[src/rtl/lfsr_pkg.sv]
// lfsr_pkg: shared definitions for the multi-channel LFSR coordinate generator.
//   - state_t: controller FSM states (IDLE, READY, STEP)
//   - TAPS_Wn: maximal-length Fibonacci feedback masks for widths 8..16.
//     Bit i set means state[i] feeds the XOR; the shift is towards the MSB.
//   - SEED_DEFAULT_W12 / CH_SALT_W12: default zero-seed substitute and
//     per-channel salt for the 12-bit configuration.
package lfsr_pkg;

  typedef enum logic [1:0] {
    IDLE  = 2'd0,
    READY = 2'd1,
    STEP  = 2'd2
  } state_t;

  localparam logic [7:0]  TAPS_W8  = 8'hB8;
  localparam logic [8:0]  TAPS_W9  = 9'h110;
  localparam logic [9:0]  TAPS_W10 = 10'h240;
  localparam logic [10:0] TAPS_W11 = 11'h500;
  localparam logic [11:0] TAPS_W12 = 12'hE08;
  localparam logic [12:0] TAPS_W13 = 13'h100D;
  localparam logic [13:0] TAPS_W14 = 14'h2015;
  localparam logic [14:0] TAPS_W15 = 15'h6000;
  localparam logic [15:0] TAPS_W16 = 16'hD008;

  localparam logic [11:0] SEED_DEFAULT_W12 = 12'hACE;
  localparam logic [11:0] CH_SALT_W12      = 12'h5A5;

endpackage

[src/rtl/lfsr_core.sv]
// lfsr_core: one WIDTH-bit Fibonacci LFSR register.
// Ports:
//   clk, reset      - clock, synchronous active-high reset (state -> 0)
//   load            - load load_val this edge (has priority over step)
//   step            - shift one position this edge
//   seed            - already-salted seed for this channel
//   load_val        - value a load would store (seed, or SEED_DEFAULT if zero)
//   next_val        - value a step would store, from the current state
module lfsr_core
  import lfsr_pkg::*;
#(
  parameter int               WIDTH        = 12,
  parameter logic [WIDTH-1:0] TAPS         = TAPS_W12,
  parameter logic [WIDTH-1:0] SEED_DEFAULT = SEED_DEFAULT_W12
) (
  input  logic             clk,
  input  logic             reset,
  input  logic             load,
  input  logic             step,
  input  logic [WIDTH-1:0] seed,
  output logic [WIDTH-1:0] load_val,
  output logic [WIDTH-1:0] next_val
);

  logic [WIDTH-1:0] state_q;
  logic [WIDTH-1:0] state_d;

  always_comb begin
    // A zero seed would lock the register at zero forever.
    load_val = (seed == '0) ? SEED_DEFAULT : seed;
    // Feedback is taken from the pre-shift state.
    next_val = {state_q[WIDTH-2:0], ^(state_q & TAPS)};
    state_d  = state_q;
    if (load) begin
      state_d = load_val;
    end else if (step) begin
      state_d = next_val;
    end
  end

  always_ff @(posedge clk) begin
    if (reset) begin
      state_q <= '0;
    end else begin
      state_q <= state_d;
    end
  end

endmodule

[src/rtl/lfsr_multi.sv]
// lfsr_multi: NUM_CH independent LFSR channels producing coordinate sets.
// Optional macro LFSR_MULTI_RANGE_EN enables rejection of values >= LIMIT.
// Ports:
//   clk, reset  - clock, synchronous active-high reset
//   start       - level; while high every channel reloads from seed_in
//   seed_in     - channel c at [c*WIDTH +: WIDTH]
//   fetch       - request for a new coordinate set
//   coord       - registered coordinates, same packing as seed_in
//   ack         - one-cycle pulse, coord is new this cycle
//   busy        - high while stepping
//   seeded      - high once any load has happened since reset
//   dbg_state   - current FSM state (lfsr_pkg::state_t encoding)
// Handshake: fetch is sampled only in READY with start low; each accepted
// fetch produces exactly one ack pulse unless aborted by start or reset.
// fetch while busy or in IDLE is dropped, never queued.
module lfsr_multi
  import lfsr_pkg::*;
#(
  parameter int               WIDTH           = 12,
  parameter int               NUM_CH          = 2,
  parameter logic [WIDTH-1:0] TAPS            = TAPS_W12,
  parameter int               STEPS_PER_FETCH = 4,
  parameter logic [WIDTH-1:0] SEED_DEFAULT    = SEED_DEFAULT_W12,
  parameter logic [WIDTH-1:0] CH_SALT         = CH_SALT_W12
`ifdef LFSR_MULTI_RANGE_EN
  ,
  parameter logic [WIDTH-1:0] LIMIT           = 12'd640,
  parameter int               MAX_RETRY       = 8
`endif
) (
  input  logic                    clk,
  input  logic                    reset,
  input  logic                    start,
  input  logic [NUM_CH*WIDTH-1:0] seed_in,
  input  logic                    fetch,
  output logic [NUM_CH*WIDTH-1:0] coord,
  output logic                    ack,
  output logic                    busy,
  output logic                    seeded,
  output logic [1:0]              dbg_state
);

  localparam int CNT_W = 16;

  state_t                  state_q, state_d;
  logic [CNT_W-1:0]        cnt_q, cnt_d;
  logic [NUM_CH*WIDTH-1:0] coord_q, coord_d;
  logic                    ack_q, ack_d;
  logic                    busy_q, busy_d;
  logic                    seeded_q, seeded_d;

  logic                    step_en;
  logic                    done;
  logic [NUM_CH*WIDTH-1:0] load_all;
  logic [NUM_CH*WIDTH-1:0] next_all;
  logic [NUM_CH*WIDTH-1:0] out_all;

  for (genvar c = 0; c < NUM_CH; c++) begin : g_ch
    // Salting keeps channels decorrelated when they share a seed value.
    localparam logic [WIDTH-1:0] SALT = WIDTH'(c * int'(CH_SALT));

    lfsr_core #(
      .WIDTH        (WIDTH),
      .TAPS         (TAPS),
      .SEED_DEFAULT (SEED_DEFAULT)
    ) u_core (
      .clk      (clk),
      .reset    (reset),
      .load     (start),
      .step     (step_en),
      .seed     (seed_in[c*WIDTH +: WIDTH] ^ SALT),
      .load_val (load_all[c*WIDTH +: WIDTH]),
      .next_val (next_all[c*WIDTH +: WIDTH])
    );
  end

`ifdef LFSR_MULTI_RANGE_EN
  logic any_hi;

  // After the mandatory steps, keep stepping while any channel is out of
  // range; once retries run out, out-of-range channels saturate to LIMIT-1.
  always_comb begin
    any_hi  = 1'b0;
    out_all = next_all;
    for (int i = 0; i < NUM_CH; i++) begin
      if (next_all[i*WIDTH +: WIDTH] >= LIMIT) begin
        any_hi                    = 1'b1;
        out_all[i*WIDTH +: WIDTH] = LIMIT - WIDTH'(1);
      end
    end
    done = (cnt_q >= CNT_W'(STEPS_PER_FETCH - 1)) &&
           (!any_hi || (cnt_q == CNT_W'(STEPS_PER_FETCH + MAX_RETRY - 1)));
  end
`else
  assign out_all = next_all;
  // cnt_q counts completed steps; this edge performs step cnt_q+1.
  assign done    = (cnt_q == CNT_W'(STEPS_PER_FETCH - 1));
`endif

  always_comb begin
    state_d  = state_q;
    cnt_d    = cnt_q;
    coord_d  = coord_q;
    ack_d    = 1'b0;
    busy_d   = busy_q;
    seeded_d = seeded_q;
    step_en  = 1'b0;
    if (start) begin
      // Load wins over fetch and aborts any stepping without an ack.
      state_d  = READY;
      cnt_d    = '0;
      coord_d  = load_all;
      busy_d   = 1'b0;
      seeded_d = 1'b1;
    end else begin
      case (state_q)
        IDLE: ;
        READY: begin
          if (fetch) begin
            state_d = STEP;
            busy_d  = 1'b1;
            cnt_d   = '0;
          end
        end
        STEP: begin
          step_en = 1'b1;
          cnt_d   = cnt_q + CNT_W'(1);
          if (done) begin
            coord_d = out_all;
            ack_d   = 1'b1;
            busy_d  = 1'b0;
            state_d = READY;
          end
        end
        default: state_d = IDLE;
      endcase
    end
  end

  always_ff @(posedge clk) begin
    if (reset) begin
      state_q  <= IDLE;
      cnt_q    <= '0;
      coord_q  <= '0;
      ack_q    <= 1'b0;
      busy_q   <= 1'b0;
      seeded_q <= 1'b0;
    end else begin
      state_q  <= state_d;
      cnt_q    <= cnt_d;
      coord_q  <= coord_d;
      ack_q    <= ack_d;
      busy_q   <= busy_d;
      seeded_q <= seeded_d;
    end
  end

  assign coord     = coord_q;
  assign ack       = ack_q;
  assign busy      = busy_q;
  assign seeded    = seeded_q;
  assign dbg_state = state_q;

endmodule

[config.mk]
export PLATFORM = sky130hd
export DESIGN_NAME = lfsr_multi
export DESIGN_NICKNAME = d
export VERILOG_FILES = /design/src/rtl/lfsr_pkg.sv /design/src/rtl/lfsr_core.sv /design/src/rtl/lfsr_multi.sv
export SDC_FILE = /design/constraint.sdc
export NUM_CORES = 1
export LEC_CHECK = 0
export BUFFER_PORTS_ARGS = -buffer_cell sky130_fd_sc_hd__buf_4
export CORE_MARGIN = 8
export CORE_UTILIZATION = 48
export CTS_BUF_LIST = sky130_fd_sc_hd__clkbuf_8
export CTS_CLUSTER_DIAMETER = 120
export DETAILED_ROUTE_END_ITERATION = 16
export GPL_TIMING_DRIVEN = 1
export PLACE_DENSITY_LB_ADDON = 0.08
export SYNTH_ARGS = -nofsm -noshare
export SYNTH_HDL_FRONTEND = slang
export SYNTH_SLANG_ARGS = --single-unit
[constraint.sdc]
create_clock -name clk -period 1.7 [get_ports clk]
set_clock_uncertainty 0.05 [all_clocks]
set_input_delay 0.34 -clock clk [delete_from_list [all_inputs] [get_ports clk]]
set_output_delay 0.34 -clock clk [all_outputs]
set_load 0.1 [all_outputs]
==> results of run 1 <==
==> per-layer routing <==
metal / GRT usage / up-vias / share of wire
li1: - / 1576 / -
met1: 0.2590 / 1491 / 0.47
met2: 0.2962 / 87 / 0.45
met3: 0.04228 / 9 / 0.063
met4: 0.07556 / 0 / 0.013
met5: 0 / - / 0
==> worst max path at each step <==
| stage | endpoint | slack [ns] | startpoint | cells after the start |
|---|---|---|---|---|
| finish | cnt_q[14] | 0.08 | cnt_q[1] | 5 |
| floorplan | cnt_q[15] | -0.02 | dbg_state[1] | 5 |
| global placement | coord[19] | -0.13 | seed_in[21] | 5 |
| CTS | cnt_q[15] | 0.01 | cnt_q[2] | 4 |
| global route | cnt_q[14] | 0.02 | cnt_q[1] | 5 |
| detailed placement | g_ch[1].u_core.state_q[3] | -0.18 | seed_in[21] | 6 |
==> area by class of cell <==
type / instances / area [sq um]
Tap cell: 80 / 100.1
Multi-Input combinational cell: 281 / 1817
Sequential cell: 69 / 1394
Clock buffer: 9 / 123.9
Fill cell: 596 / 2421
Inverter: 5 / 18.77
Timing Repair Buffer: 94 / 755.7
Clock inverter: 7 / 88.84
==> power groups by stage <==
stage	clock [mW]	sequential (mW)	combinational, mW
6_report	1.46	1.76	0.792
5_1_grt	1.55	1.77	0.842
3_3_place_gp	0	1.79	0.780
2_1_floorplan	0	2.10	0.255
3_5_place_dp	0	1.79	0.786
4_1_cts	1.48	1.76	0.794
==> metrics by stage <==
stage / instances / util / power [mW] / area, sq um / setup WS [ns]
final: 545 / 0.6397 / 4.013 / 4298 / 0.07922
after global routing: 545 / 0.6397 / 4.165 / 4298 / 0.01796
after global placement: 529 / 0.5983 / 2.572 / 4020 / -0.1251
after detailed placement: 529 / 0.5983 / 2.580 / 4020 / -0.1756
after CTS: 545 / 0.6337 / 4.033 / 4258 / 0.01028
after floorplan: 385 / - / 2.351 / 3328 / -0.02095
==> cell families after synthesis <==
kind of cell | Yosys count | share of synthesized area
AND/OR/NAND/NOR | 140 | 0.2197
AO/OA/AOI/OAI | 113 | 0.2235
flip-flops | 69 | 0.4211
buffers and inverters | 35 | 0.05034
multiplexers | 21 | 0.06560
XOR/XNOR | 6 | 0.01602
adder cells (fa/ha/maj) | 1 | 0.003813
==> worst min-delay path, stage by stage <==
cell	delay, ns
buf_4	0.09
or3b_2	0.10
a21oi_1	0.06
==> registers in the layout, summed over array words and instances (netlist names) <==
register             cells
g_ch.u_core.state_q     24
cnt_q                   16
seeded                   1
ack                      1
coord                   24
busy                     1
dbg_state                2
==> cells in the final DEF, fill, tap and decap left out, types with 3 or more instances in the layout <==
cell type   n
a21oi_1    29
a31oi_1    17
and2_1      4
buf_12      4
buf_4      90
clkbuf_8    9
clkinv_2    3
dfxtp_1    63
dfxtp_2     4
inv_1       4
mux2_2      4
mux2i_1    17
nand2_1    58
nand3_1    14
nand4_1     3
nor2_1     13
nor2b_1     3
nor3_1      9
nor4_1      5
o211ai_1    6
o21ai_0    27
o221ai_1   12
o31ai_1     5
or4_1       4
xnor2_1     4
==> timing repair <==
item                       CTS  global route
setup endpoints to repair   26            26
pin swaps                    3             1
setup buffers                1             0
resized for setup            3             9
==> metrics.md, run 1 <==
| Metric | Value |
|---|---|
| Status | finished, final reports clean |
| Crit-path slowest cell | or4_1 |
| Critical path type | reg -> reg |
| Post-synth top area share | 0.4211 |
| Via Count | 3163 |
| Global-route wire length before repair | roughly 16000 microns |
| Die H | 98.67 microns |
| Worst-Margin Slew | 0.3989 ns |
| Clock share of power | 0.364 |
| CP bufs+invs | 0 |
| Reg2reg setup slack | 0.08 ns |
| Ant diodes | 0 |
| Fmax | ~620 MHz |
| H-tree levels | 3 |
| Drt pass-1 iters | 4 |
| Number of buffers created by CTS | 9 |
| # setup viols final | 0 |
| Final #Nets | 489 |
| Leak Pwr | roughly 1.7 nW |
| Routability congestion estimate | between 0.8 and 0.9 |
| Full die area | ~9700 sq um |
| Critical Path Sink Type | flop |
| Die W | a little under 100 microns |
| Most common cell in the netlist | dfxtp_1 |
| Hold Path Cell Cnt | 3 |
| Post-synth top cells | dfxtp_1, nand2_1, a21oi_1 |
| Async set-reset flop share out of synthesis | 0 |
| Combinational power share | 0.197 |
| Root buffer cell | clkbuf_8 |
| Switching share of power | 0.3123 |
| Slew headroom | 0.7331 |
| DRC violations left | 0 |
| WL final | ~9000 microns |
| Initial antenna violation count | 0 |
| Pin count of the biggest net entering global routing | between 40 and 50 |
| Post-synth top area cell | dfxtp_1 |
| GRT Total Usage | 0.1940 |
| Post-Syn Instances | 385 |
| Port bufs | 56 |
| Reg2reg path depth | 5 |
| FF+latch count, synth | 69 |
| CTS max path bufs | 2 |
| Via-to-Cell Ratio | ~5.8 |
| Share of cells above drive strength 1 | 0.2946 |
| Number of max-slew violations in the final report | 0 |
| Max capacitance violation total | 0 |
| Worst hold margin | approximately 0.23 ns |
| Sequential area share after synthesis | 0.4211 |
| Iteration-0 DRC Markers | roughly 120 |
| Hold Violations, Final | 0 |
| CTS tree | yes |
| Peak supply drop | around 0.8 mV |
| Area grow syn2layout | 31.01% |
| Vias in the first global route | ~3200 |
| CP required | 1.93 ns |
| Final Cycle Share | 0.9534 |
| PwrDens | 933.6 nW/um^2 |
| Clk sinks | 69 |
| P_int | ~2.8 mW |
| Std-Cell Rows | 30 |
| Max incr delay on CP | ~0.47 ns |
| Worst-path maximum fanout | 6 |
| Final min period | 1.621 ns |
| Worst min path class | in -> reg |
| Syn Std Cell Area | roughly 3300 sq um |
| ANT nets after route | 0 |
| RR Endpoint | cnt_q[14] |
| DP Wirelength | between 6000 and 7000 microns |
| Wire per inst | between 15 and 20 microns |
| Reg2reg start | cnt_q[1] |
| Ports | 57 |
| Initial Utilization | 0.4883 |
| Startpoint Class | flop |
| GRT overflow | 0 |
| CP Cell Sequence | ha_4 > nand3_2 > or2_1 > or4_1 > a21oi_1 |
| Core area | 6719 sq um |
| Largest cells by area after synthesis | dfxtp_1, nand2_1, mux2i_1, a21oi_1, o21ai_0 |
| Cts hold-fix bufs | 0 |
| Post-route setup TNS | 0 ns |
| Worst-Skew Late Latency | 0.35 ns |
| Reg power frac | 0.438 |
| Predominant post-synthesis flop cell | dfxtp_1 |
| Syn_area_per_cell | between 8 and 9 sq um |
| Post-synth EDFFs | 0 |
| CP arrival | 1.85 ns |
| Family with the most delay on the worst path | simple AND/OR/NAND/NOR gates |
| Hold Startpoint | fetch |
| Psw | roughly 1.3 mW |
| Syn_nets | a little over 400 |
| CTS clk-pin slew, worst paths | approximately 0.080 ns |
| Yosys Warn Count | 0 |
| RSZ-0062 raised after global routing | no |
| Hold Crit Endpoint | dbg_state[0] |
| Number of distinct library cells after synthesis | 57 |
No activity file was read; power rests on OpenSTA's default activity.
==> inputs of run 2 (changes only) <==
Settings changed: CORE_UTILIZATION 48 to 52.
==> metrics.md, run 2 (synthesis results as in run 1) <==
| Metric | Value |
|---|---|
| Root buffer cell | clkbuf_8 |
| Status | finished, final reports clean |
| Pin count of the biggest net entering global routing | 39 |
| Std-Cell Rows | 29 |
| Die W | between 90 and 100 microns |
| Design area | about 4300 sq um |
| Peak supply drop | approximately 0.72 mV |
| Crit path from | cnt_q[1] |
| PwrDens | about 940 nW/um^2 |
| Place WS | -0.1498 ns |
| Most frequent cells in the layout | buf_4, dfxtp_1, nand2_1, a21oi_1, o21ai_0 |
| Share of cells above drive strength 1 | 0.2894 |
| DRC violations left | 0 |
| Via-to-Cell Ratio | a little under 6 |
| CP arrival | between 1.5 and 2 ns |
| Clk sinks | between 60 and 70 |
| Final cell count without fillers | between 500 and 600 |
| Slew headroom | 0.7370 |
| H-tree levels | 3 |
| Port bufs | 56 |
| Wire per inst | between 15 and 20 microns |
| P_int | ~2.8 mW |
| Switching share of power | 0.3017 |
| Number of buffers created by CTS | 9 |
| Fmax | about 610 MHz |
| DP Wirelength | approximately 6500 microns |
| Number of max-slew violations in the final report | 0 |
| Area grow syn2layout | 31.88% |
| Reg power frac | 0.431 |
| Setup WS post-layout | about 0.052 ns |
| RSZ-0062 raised after global routing | yes |
| Placed Area | roughly 4000 sq um |
| Leak Pwr | between 1.5 and 2 nW |
| Psw | between 1 and 1.5 mW |
| Commonest non-fill, non-tap cell in the layout | buf_4 |
| Routability congestion estimate | ~0.9 |
| GRT overflow | 0 |
| Worst-Margin Slew | between 0.3 and 0.4 ns |
| CTS tree | yes |
| Full die area | 9107 sq um |
| Critical Path Sink Type | flop |
| WL final | 8965 microns |
| CTS max path bufs | 2 |
| Hold Violations, Final | 0 |
| Worst-path maximum fanout | 3 |
| Combinational power share | 0.196 |
| Die H | approximately 95 microns |
| CTS clk-pin slew, worst paths | 0.07 ns |
| Final Cycle Share | 0.9693 |
| Fill count | between 500 and 600 |
| Cts hold-fix bufs | 0 |
| Clock share of power | 0.373 |
| Reg area | about 1400 sq um |
| Critical path type | reg -> reg |
| Vias in the first global route | slightly above 3000 |
| Startpoint Class | flop |
| Global-route wire length before repair | 14790 microns |
| Worst-Skew Late Latency | about 0.34 ns |
| Hold Path Cell Cnt | 3 |
| Initial Utilization | 0.5257 |
| GRT Total Usage | 0.2032 |
| Ant diodes | 0 |
| Placed cell count | around 530 |
| ANT nets after route | 0 |
| Final min period | 1.648 ns |
| Drt pass-1 iters | 5 |
| Core area | roughly 6200 sq um |
| Max capacitance violation total | 0 |
| CP required | 1.93 ns |
| Reg2reg path depth | 6 |
| Ports | between 50 and 60 |
| Final #Nets | around 490 |
| # setup viols final | 0 |
| Hold Startpoint | fetch |
| Via Count | between 3000 and 4000 |
| Reg2reg start | cnt_q[1] |
| Initial antenna violation count | 0 |
| Worst min path class | in -> reg |
| Area of the multi-input gates | between 1500 and 2000 sq um |
| Iteration-0 DRC Markers | ~160 |
## run 2: cell types whose count changed in the layout (fill, tap and decap cells not counted), sizes merged
cell	previous run	this run
clkbuf	9	11
clkinv	4	3
buf	94	99
clkinvlp	1	0
## run 2: through the flow
| step | hold WS, ns | setup TNS [ns] | power (mW) | utilization |
|---|---|---|---|---|
| detailed placement | 0.3922 | -2.800 | 2.588 | 0.6492 |
| global route | 0.2173 | -0.02045 | 4.233 | 0.6933 |
| global placement | 0.3856 | -2.260 | 2.578 | 0.6492 |
| finish | 0.2314 | 0 | 4.075 | 0.6933 |
| CTS | 0.2138 | 0 | 4.092 | 0.6907 |
| floorplan | 0.3774 | -0.02095 | 2.351 | - |
## run 2: final cells by class
type / instances / share of cell area
multi-input cells: 281 / 0.4135
clock inverters: 5 / 0.01706
well taps: 77 / 0.02227
clock buffers: 11 / 0.03499
inverters: 5 / 0.004338
repair buffers: 99 / 0.1862
flip-flops and latches: 69 / 0.3216
## run 2: repair_timing
action / in CTS / in global routing
setup buffers: 2 / 0
endpoints found under the setup margin: 20 / 9
pin swaps: 1 / 2
resized for setup: 1 / 5
## run 2: critical path, cell delays in order, from the launching register on
cell and delay [ns]:
dfxtp_2 0.35, ha_4 0.13, buf_4 0.11, nand3_4 0.07, or2_1 0.26, or4_1 0.48, a21oi_1 0.12
## run 2: worst paths after layout
kind / to / slack [ns]
worst max register to register: cnt_q[14] / 0.05
worst min register to register: g_ch[0].u_core.state_q[0] / 0.40
worst min-delay path: dbg_state[0] / 0.23
worst max-delay path: cnt_q[14] / 0.05
## run 2: per-layer routing
layer,share of wire,vias to the layer above,GRT usage,wire length [microns]
li1,-,1586,-,-
met1,0.46,1552,0.2647,4085
met2,0.46,109,0.3211,4111
met3,0.069,15,0.04094,620
met4,0.017,0,0.08451,148
met5,0,-,0,0
## run 2: power by group through the flow
stage                     Clock (mW)  Sequential [mW]  Combinational, mW
after floorplan                    0             2.10              0.255
after global placement             0             1.79              0.787
after detailed placement           0             1.79              0.795
after CTS                       1.53             1.76              0.804
after global routing            1.62             1.77              0.848
final                           1.52             1.76              0.800
==> inputs of run 3 (changes only) <==
Settings changed: CORE_MARGIN 8 to 1.5, CORE_UTILIZATION 52 to 54, SKIP_CTS_REPAIR_TIMING from default to 1, SYNTH_HIERARCHICAL from default to 1.
==> metrics.md, run 3 <==
| Metric | Value |
|---|---|
| Status | finished, final reports clean |
| Iteration-0 DRC Markers | roughly 190 |
| Post-synth top area cell | dfxtp_1 |
| Fill count | approximately 600 |
| Vias in the first global route | ~3200 |
| Drt pass-1 iters | 4 |
| WL final | 10040 microns |
| Syn Std Cell Area | a little under 4000 sq um |
| Mux cell area share after synthesis | 0.08163 |
| PwrDens | 825.4 nW/um^2 |
| Reg2reg setup slack | 0.02 ns |
| Place WS | -0.01266 ns |
| Post-synth top cells | dfxtp_1, nor2_1, o21ai_0 |
| Max capacitance violation total | 0 |
| Worst-Margin Slew | about 0.36 ns |
| ANT nets after route | 0 |
| Sequential area share after synthesis | 0.3576 |
| Pwr Total | 3.897 mW |
| Routability congestion estimate | 0.8328 |
| FF+latch count, synth | a little under 70 |
| Hold Violations, Final | 0 |
| Global-route wire length before repair | about 16000 microns |
| Most common cell in the netlist | dfxtp_1 |
| Area grow syn2layout | 22.22% |
| CTS clk-pin slew, worst paths | 0.08 ns |
| # setup viols final | 0 |
| Number of buffers created by CTS | 9 |
| GRT Total Usage | 0.2636 |
| Via-to-Cell Ratio | about 6 |
| Die W | 87.58 microns |
| Via Count | approximately 3600 |
| Ports | 57 |
| Ant diodes | 0 |
| Share of cells above drive strength 1 | 0.3438 |
| Root buffer cell | clkbuf_8 |
| CP required | roughly 1.9 ns |
| Most frequent cells in the layout | buf_4, dfxtp_1, nor2_1, nand2_1, inv_1 |
| GRT overflow | 0 |
| DP Wirelength | 6696 microns |
| Setup WS post-layout | 0.02028 ns |
| Full die area | approximately 7700 sq um |
| Syn_area_per_cell | 8.470 sq um |
| Initial Utilization | 0.5623 |
| Post-synthesis simple-gate area fraction | 0.1999 |
| Port bufs | 56 |
| Final min period | around 1.7 ns |
| Die H | around 90 microns |
| CP arrival | ~1.9 ns |
| Largest cells by area after synthesis | dfxtp_1, a311oi_1, buf_4, mux2_2, o21ai_0 |
| Clk sinks | 69 |
| Post-synth EDFFs | 0 |
| Post-Syn Instances | between 400 and 500 |
| Async set-reset flop share out of synthesis | 0 |
| Main combinational cell family by area after synthesis | simple AND/OR/NAND/NOR gates |
| Critical path type | reg -> reg |
| Max incr delay on CP | 0.36 ns |
| Leak Pwr | ~1.9 nW |
| Final cell count without fillers | approximately 610 |
| CTS tree | yes |
| Core area | just under 7000 sq um |
| Yosys Warn Count | 6 |
| Critical Path Sink Type | flop |
| Number of max-slew violations in the final report | 0 |
| Worst-Skew Late Latency | between 0.3 and 0.4 ns |
| Slew headroom | 0.7520 |
| Wire per inst | approximately 17 microns |
| CP Cell Sequence | nor4_2 > and4_4 > clkbuf_16 > nand3_2 > a311oi_1 |
| Reg area | between 1000 and 1500 sq um |
| Startpoint Class | flop |
| Area of the multi-input gates | ~2000 sq um |
| Final #Nets | between 500 and 600 |
| Post-synth top area share | 0.3576 |
| DRC violations left | 0 |
| Syn_nets | around 490 |
| Fmax | approximately 600 MHz |
| Worst-path maximum fanout | 5 |
| Predominant post-synthesis flop cell | dfxtp_1 |
| Initial antenna violation count | 0 |
| Std-Cell Rows | 30 |
| Final Cycle Share | 0.9881 |
| H-tree levels | 3 |
| Number of distinct library cells after synthesis | 53 |
| Worst min path class | in -> reg |
| Post-synthesis compound-gate area fraction | 0.1966 |
| RSZ-0062 raised after global routing | yes |
| Placed cell count | just under 600 |
| Pin count of the biggest net entering global routing | 41 |
| Commonest non-fill, non-tap cell in the layout | buf_4 |
| CTS max path bufs | 2 |
| Crit-path slowest cell | dfxtp_1 |
| Xor-xnor portion of the synthesized cell area | 0.01587 |
| Adder and majority gate portion of the synthesized area | 0.003239 |
| Peak supply drop | 0.5193 mV |
## run 3: cell families (layout without fill, tap and decap cells)
| group | Yosys count | count (layout) |
|---|---|---|
| AO/OA/AOI/OAI | 114 | 114 |
| XOR/XNOR | 7 | 7 |
| adder cells (fa/ha/maj) | 1 | 1 |
| buffers and inverters | 93 | 146 |
| flip-flops | 69 | 69 |
| multiplexers | 29 | 29 |
| AND/OR/NAND/NOR | 143 | 143 |
## run 3: routing by layer
| layer | part of all wire | GRT usage |
|---|---|---|
| met1 | 0.44 | 0.3396 |
| met3 | 0.047 | 0.04241 |
| met2 | 0.50 | 0.4371 |
| met4 | 0.014 | 0.1154 |
| met5 | 0 | 0 |
## run 3: report_power, final
| part | switching [mW] | internal (mW) |
|---|---|---|
| registers | 0.0633 | 1.70 |
| logic | 0.558 | 0.248 |
| clock network | 0.626 | 0.703 |
| total | 1.25 | 2.65 |
## run 3: layout make-up
class                           instances  share of cell area
Clock inverter                          6             0.01166
Tap cell                               96             0.02544
Sequential cell                        69              0.2963
Clock buffer                           10             0.02915
Multi-Input combinational cell        294              0.4294
Timing Repair Buffer                  103              0.1866
Inverter                               27             0.02147
## run 3: final timing paths
| kind | startpoint | end | cells past startpoint |
|---|---|---|---|
| worst max-delay path | cnt_q[7] | coord[14] | 5 |
| worst min-delay path | seed_in[10] | g_ch[0].u_core/state_q[10] | 3 |
| worst max register to register | cnt_q[7] | coord[14] | 5 |
| worst min register to register | busy | busy | 2 |
## run 3: critical path: cells and delay by family (launching register included)
kind                   cells  cell delay (ns)
buffers and inverters      1             0.17
AND/OR/NAND/NOR            3             0.75
AO/OA/AOI/OAI              1             0.26
flip-flops                 1             0.36
## run 3: metrics by stage
stage	TNS, ns	hold slack [ns]	util	instance area, sq um
6_report	0	0.2119	0.6873	4721
5_1_grt	-0.2669	0.2124	0.6873	4721
4_1_cts	-0.1225	0.2034	0.6674	4584
3_5_place_dp	-0.01848	0.4194	0.6393	4392
3_3_place_gp	0	0.4177	0.6393	4392
2_1_floorplan	-3.522	0.3624	-	3923
